==> config.mk <==
export PLATFORM = sky130hd
export DESIGN_NAME = core_seq_ctrl
export DESIGN_NICKNAME = d
export VERILOG_FILES = /design/src/rtl/core_seq_ctrl.sv
export SDC_FILE = /design/constraint.sdc
export NUM_CORES = 1
export LEC_CHECK = 0
export CORE_ASPECT_RATIO = 0.5
export CORE_MARGIN = 1
export CORE_UTILIZATION = 49
export CTS_CLUSTER_SIZE = 40
export DETAILED_ROUTE_END_ITERATION = 8
export GPL_TIMING_DRIVEN = 0
export PLACE_DENSITY = 0.95
export SLEW_MARGIN = 25
export SYNTH_ARGS = -nofsm -noshare
export SYNTH_HDL_FRONTEND = slang
export SYNTH_SLANG_ARGS = --single-unit
==> constraint.sdc <==
create_clock -name clk -period 4.64 [get_ports clk]
set_input_delay 1.16 -clock clk [delete_from_list [all_inputs] [get_ports clk]]
set_output_delay 1.16 -clock clk [all_outputs]
set_load 0.01 [all_outputs]
==> src/rtl/core_seq_ctrl.sv <==
// Multi-cycle fetch/execute/writeback sequencer for the single-issue RV32 core.
// Fetches over a req/ack port, holds the instruction, and gates one RF write per instruction.
module core_seq_ctrl #(
  parameter logic [31:0] RESET_PC    = 32'h0000_0000,
  parameter int unsigned MEM_TIMEOUT = 16,
  parameter logic [31:0] NOP_INSTR   = 32'h0000_0013
) (
  input  logic        clk,
  input  logic        rst_n,
  input  logic        start,
  input  logic [31:0] last_pc,
  output logic        imem_req,
  output logic [31:0] imem_addr,
  input  logic        imem_ack,
  input  logic [31:0] imem_rdata,
  output logic [31:0] instr,
  output logic [31:0] pc,
  output logic        rf_we_en,
  output logic        halted,
  output logic        error,
  output logic [31:0] retired
);

  localparam logic [7:0] TimeoutCnt = 8'(MEM_TIMEOUT);

  typedef enum logic [2:0] {
    StIdle,
    StFetch,
    StWait,
    StExec,
    StWb,
    StHalt,
    StErr
  } state_e;

  state_e      state_q, state_d;
  logic [31:0] pc_q, pc_d;
  logic [31:0] instr_q, instr_d;
  logic [31:0] retired_q, retired_d;
  logic [7:0]  cnt_q, cnt_d;

  always_ff @(posedge clk or negedge rst_n) begin
    if (!rst_n) begin
      state_q   <= StIdle;
      pc_q      <= RESET_PC;
      instr_q   <= NOP_INSTR;
      retired_q <= 32'd0;
      cnt_q     <= 8'd0;
    end else begin
      state_q   <= state_d;
      pc_q      <= pc_d;
      instr_q   <= instr_d;
      retired_q <= retired_d;
      cnt_q     <= cnt_d;
    end
  end

  always_comb begin
    state_d   = state_q;
    pc_d      = pc_q;
    instr_d   = instr_q;
    retired_d = retired_q;
    cnt_d     = cnt_q;
    case (state_q)
      StIdle: begin
        if (start) begin
          pc_d    = RESET_PC;
          state_d = StFetch;
        end
      end
      StFetch: begin
        if (imem_ack) begin
          instr_d = imem_rdata;
          state_d = StExec;
        end else begin
          cnt_d   = 8'd1;
          state_d = StWait;
        end
      end
      StWait: begin
        // An ack in the same cycle as the timeout compare takes priority.
        if (imem_ack) begin
          instr_d = imem_rdata;
          cnt_d   = 8'd0;
          state_d = StExec;
        end else if (cnt_q == TimeoutCnt) begin
          state_d = StErr;
        end else begin
          cnt_d = cnt_q + 8'd1;
        end
      end
      StExec: state_d = StWb;
      StWb: begin
        retired_d = retired_q + 32'd1;
        if (pc_q == last_pc) begin
          state_d = StHalt;
        end else begin
          pc_d    = pc_q + 32'd1;
          state_d = StFetch;
        end
      end
      StHalt: begin
        if (start) begin
          pc_d    = RESET_PC;
          state_d = StFetch;
        end
      end
      StErr:   state_d = StErr;
      default: state_d = StIdle;
    endcase
  end

  // Control outputs decode from state alone, so imem_ack never reaches imem_req combinationally.
  always_comb begin
    imem_req = 1'b0;
    rf_we_en = 1'b0;
    halted   = 1'b0;
    error    = 1'b0;
    case (state_q)
      StFetch, StWait: imem_req = 1'b1;
      StWb:            rf_we_en = 1'b1;
      StHalt:          halted   = 1'b1;
      StErr:           error    = 1'b1;
      default:         ;
    endcase
  end

  assign imem_addr = pc_q;
  assign pc        = pc_q;
  assign instr     = instr_q;
  assign retired   = retired_q;

endmodule

==> impl_metrics.xml <==
<?xml version="1.0" encoding="UTF-8"?>
<metrics>
  <group name="yosys">
    <metric name="yosys_most_used_dff" unit="">sky130_fd_sc_hd__dfrtp_1</metric>
    <metric name="post_synthesis_simple_gate_area_fraction" unit="">0.1646</metric>
    <metric name="area_share_of_the_leading_cell_type_in_the_synthesized_netlist" unit="">0.4541</metric>
    <metric name="synth_area_per_cell" unit="sq um">10.18</metric>
    <metric name="synth_nets" unit="">635</metric>
    <metric name="warnings_synthesis" unit="">0</metric>
    <metric name="synth_compound_area_frac" unit="">0.1138</metric>
    <metric name="top_post_synthesis_cells_by_area" unit="">sky130_fd_sc_hd__dfrtp_1 (45%), sky130_fd_sc_hd__xor2_1 (7.0%), sky130_fd_sc_hd__mux2_2 (6.5%)</metric>
    <metric name="synth-xor-area-share" unit="">0.1024</metric>
    <metric name="synthesis.area" unit="sq um">5730</metric>
    <metric name="synth-seq-area-share" unit="">0.4679</metric>
    <metric name="flop_and_latch_count_out_of_synthesis" unit="">107</metric>
    <metric name="synth_top_family_by_area" unit="">simple AND/OR/NAND/NOR gates</metric>
    <metric name="synth.distinct_cells" unit="">46</metric>
    <metric name="synthDominantAreaCellType" unit="">sky130_fd_sc_hd__dfrtp_1</metric>
    <metric name="post_synth_edffs" unit="">0</metric>
    <metric name="share_of_synthesized_area_spent_on_multiplexers" unit="">0.06485</metric>
    <metric name="adder_and_majority_gate_portion_of_the_synthesized_area" unit="">0.008734</metric>
    <metric name="synth-async-reset-ratio" unit="">1.000</metric>
    <metric name="netlist_instances" unit="">563</metric>
  </group>
  <group name="global_routing">
    <metric name="grt_pass1_wl" unit="um">24870</metric>
    <metric name="total_grt_overflow" unit="">0</metric>
    <metric name="grt_start_max_net_pins" unit="">81</metric>
    <metric name="via_count_of_the_first_global_routing_pass" unit="">5010</metric>
    <metric name="antenna_found_initial" unit="">0</metric>
    <metric name="track_usage" unit="">0.2591</metric>
  </group>
  <group name="placement">
    <metric name="dp_hpwl" unit="um">11570</metric>
    <metric name="gp_congestion" unit="">0.8644</metric>
    <metric name="portBuffers" unit="">199</metric>
  </group>
  <group name="routing">
    <metric name="drt-total-wl" unit="um">15430</metric>
    <metric name="routedWlPerCell" unit="um">16.45</metric>
    <metric name="drt.antenna.violating_nets" unit="">0</metric>
    <metric name="drt-initial-drc-count" unit="">377</metric>
    <metric name="route.detailed.drc" unit="">0</metric>
    <metric name="firstDrtPassIters" unit="">5</metric>
    <metric name="routed_via_density" unit="">5.487</metric>
    <metric name="vias" unit="">5147</metric>
  </group>
  <group name="pwr">
    <metric name="power.density_cell_area" unit="nW/um^2">438.9</metric>
    <metric name="power.static_leakage" unit="nW">3.515</metric>
    <metric name="power.total" unit="mW">3.633</metric>
    <metric name="vdd_ir_drop_max" unit="V">0.0002622</metric>
  </group>
  <group name="critical_path">
    <metric name="worst_path_largest_cell_delay" unit="ns">0.66</metric>
    <metric name="worstRegToRegCells" unit="">7</metric>
    <metric name="r2r_start" unit="">imem_addr[26]</metric>
    <metric name="worst_path_max_delay_cell" unit="">sky130_fd_sc_hd__nor4_1</metric>
    <metric name="endpoint_kind_of_the_worst_setup_timing_path" unit="">register</metric>
    <metric name="timing.critical_path.required" unit="ns">4.88</metric>
    <metric name="crit_buf_inv" unit="">1</metric>
    <metric name="crit_family" unit="">simple AND/OR/NAND/NOR gates</metric>
    <metric name="crit_type" unit="">in2reg</metric>
    <metric name="worst_ep_arrival_time" unit="ns">3.59</metric>
    <metric name="critical_path.startpoint_type" unit="">primary input</metric>
    <metric name="reg2reg_setup_slack" unit="ns">1.84</metric>
    <metric name="critPathMaxFanout" unit="">3</metric>
    <metric name="crit_path_cell_trace" unit="">clkdlybuf4s50_1 -&gt; xor2_1 -&gt; nor4_1 -&gt; nand4_1 -&gt; nor4b_4 -&gt; mux2_2 -&gt; a21o_1</metric>
    <metric name="r2r_end" unit="">imem_addr[30]</metric>
  </group>
  <group name="die">
    <metric name="die_height" unit="um">78.47</metric>
    <metric name="fp.dieW" unit="um">154.9</metric>
    <metric name="floorplan.core_area" unit="sq um">11180</metric>
    <metric name="floorplan.rows" unit="">27</metric>
    <metric name="full_die_area" unit="sq um">12160</metric>
    <metric name="ios" unit="">200</metric>
    <metric name="floorplan.initialDensity" unit="">0.5125</metric>
  </group>
  <group name="final_layout">
    <metric name="nets" unit="">846</metric>
    <metric name="antenna_cells_inserted" unit="">0</metric>
    <metric name="layout-drive-gt1-share" unit="">0.1399</metric>
    <metric name="fill_cells" unit="">791</metric>
    <metric name="final_core_area_utilization" unit="">0.7403</metric>
    <metric name="area_growth_syn_to_layout" unit="%">44.45</metric>
  </group>
  <group name="clocking">
    <metric name="cts_hold_repair.buffers" unit="">0</metric>
    <metric name="clk_pin_slew" unit="ns">0.08</metric>
    <metric name="clockBufferDepth" unit="">2</metric>
    <metric name="numCtsBuffers" unit="">9</metric>
    <metric name="tritoncts" unit="">built</metric>
    <metric name="clock_sink_count" unit="">107</metric>
    <metric name="worstSkewPairLatency" unit="ns">0.35</metric>
    <metric name="htree_num_levels" unit="">3</metric>
    <metric name="cts.repair_timing.setup_buffer_count" unit="">0</metric>
    <metric name="ctsRootBufferMaster" unit="">sky130_fd_sc_hd__clkbuf_16</metric>
    <metric name="cts-resized-gates" unit="">0</metric>
  </group>
  <group name="min_path">
    <metric name="hold_path_depth" unit="">1</metric>
    <metric name="hold_path.class" unit="">reg2reg</metric>
    <metric name="min_to" unit="">retired[27]</metric>
    <metric name="hold_start" unit="">retired[27]</metric>
  </group>
  <group name="run">
    <metric name="maxCapViolations" unit="">0</metric>
  </group>
  <group name="outcome">
    <metric name="outcome" unit="">finished, final reports clean</metric>
  </group>
  <group name="sta">
    <metric name="post-route-period-util" unit="">0.7220</metric>
    <metric name="report.final.slew_viol_count" unit="">0</metric>
    <metric name="maxSlewHeadroom" unit="">0.5211</metric>
    <metric name="worst_hold_slack" unit="ns">0.4934</metric>
    <metric name="maximum_clock_rate" unit="MHz">298.5</metric>
    <metric name="final_setup_viols" unit="">0</metric>
    <metric name="finalClockSkew" unit="ns">0.01467</metric>
    <metric name="period_minus_slack" unit="ns">3.350</metric>
    <metric name="unrepaired_setup_endpoints_after_global_routing" unit="">no</metric>
    <metric name="worst-slew-pin-transition" unit="ns">0.7118</metric>
    <metric name="hold_viol" unit="">0</metric>
  </group>
</metrics>
[layout by cell type, fill, tap and decap left out, types with 3 or more instances in the layout]
cell,n
sky130_fd_sc_hd__a21oi_1,10
sky130_fd_sc_hd__a31oi_1,13
sky130_fd_sc_hd__and2_1,5
sky130_fd_sc_hd__and3_1,15
sky130_fd_sc_hd__and4_1,5
sky130_fd_sc_hd__buf_2,8
sky130_fd_sc_hd__buf_4,33
sky130_fd_sc_hd__buf_6,7
sky130_fd_sc_hd__clkbuf_1,12
sky130_fd_sc_hd__clkbuf_16,9
sky130_fd_sc_hd__clkdlybuf4s50_1,198
sky130_fd_sc_hd__dfrtp_1,104
sky130_fd_sc_hd__dfstp_2,3
sky130_fd_sc_hd__ha_1,4
sky130_fd_sc_hd__inv_1,11
sky130_fd_sc_hd__mux2_2,33
sky130_fd_sc_hd__nand2_1,41
sky130_fd_sc_hd__nand2b_1,7
sky130_fd_sc_hd__nand3_1,28
sky130_fd_sc_hd__nand4_1,11
sky130_fd_sc_hd__nor2_1,31
sky130_fd_sc_hd__nor2b_1,4
sky130_fd_sc_hd__nor3_1,6
sky130_fd_sc_hd__nor3b_1,3
sky130_fd_sc_hd__nor4_1,9
sky130_fd_sc_hd__o21ai_0,40
sky130_fd_sc_hd__o21ai_1,4
sky130_fd_sc_hd__o31ai_1,23
sky130_fd_sc_hd__o41ai_1,7
sky130_fd_sc_hd__xnor2_1,21
sky130_fd_sc_hd__xor2_1,46
[metrics by stage]
step	area (sq um)	setup slack [ns]	std cells	setup TNS, ns
3_3_place_gp	7921	-1.519	921	-157.69
2_1_floorplan	5731	1.881	563	0
4_1_cts	8278	1.381	938	0
3_5_place_dp	7950	1.013	922	0
6_report	8278	1.290	938	0
5_1_grt	8278	1.205	938	0
[layout make-up]
cell class,instances,area [sq um],share of cell area
buffer,59,400.4,0.04837
clock buffer,9,225.2,0.02721
clock inverter,7,102.6,0.01239
inverter,12,45.04,0.005441
multi-input combinational,385,2604,0.3145
sequential,107,2681,0.3239
tap,159,198.9,0.02403
timing repair buffer,200,2021,0.2441
[worst register-to-register path, delay by kind of cell, from the launching register on]
kind            cells  cell delay [ns]
xor+xnor            1             0.12
buf+inv             1             0.33
simple gates        3             1.33
mux                 1             0.38
flops               1             0.39
compound gates      1             0.16
[report_power, final]
group	switching (mW)	total, mW	internal (mW)
clock network	0.385	0.825	0.440
registers	0.141	1.28	1.14
logic	0.729	1.53	0.798
[cell usage after synthesis, drive strengths merged (5+ instances only)]
| library cell | n |
|---|---|
| nor3 | 7 |
| and4 | 5 |
| nand2b | 7 |
| nand3 | 28 |
| nand4 | 11 |
| xnor2 | 21 |
| o41ai | 7 |
| a21oi | 10 |
| clkbuf | 12 |
| and2 | 6 |
| nor2 | 31 |
| o21ai | 44 |
| nand2 | 41 |
| and3 | 15 |
| mux2 | 33 |
| xor2 | 46 |
| buf | 47 |
| a31oi | 13 |
| o31ai | 24 |
| dfrtp | 104 |
| inv | 12 |
| nor4 | 10 |
[per-layer routing]
metal,global-route usage,vias up,part of all wire
met4,0.08812,0,0.023
met2,0.4491,237,0.50
met5,0,-,0
li1,-,2388,-
met3,0.05908,36,0.070
met1,0.3208,2486,0.41
[state kept, by name, summed over array words and instances, names as in the netlist]
register   flops
imem_addr     32
instr         32
retired       32
cnt_q          8
state_q        3
[how the worst max path moves through the flow]
stage / to / startpoint / slack (ns) / cells past startpoint
after floorplan: imem_addr[30] / last_pc[15] / 1.88 / 6
final: imem_addr[30] / last_pc[26] / 1.29 / 7
after global placement: instr[3] / rst_n / -1.52 / 1
after detailed placement: imem_addr[30] / last_pc[26] / 1.01 / 7
after CTS: imem_addr[30] / last_pc[26] / 1.38 / 7
after global routing: imem_addr[30] / last_pc[26] / 1.21 / 7
[logic make-up after synthesis]
group | Yosys count
compound gates | 104
flops | 107
fa+ha+maj | 4
xor+xnor | 67
simple gates | 177
buf+inv | 71
mux | 33
(Power assumes the default switching activity.)
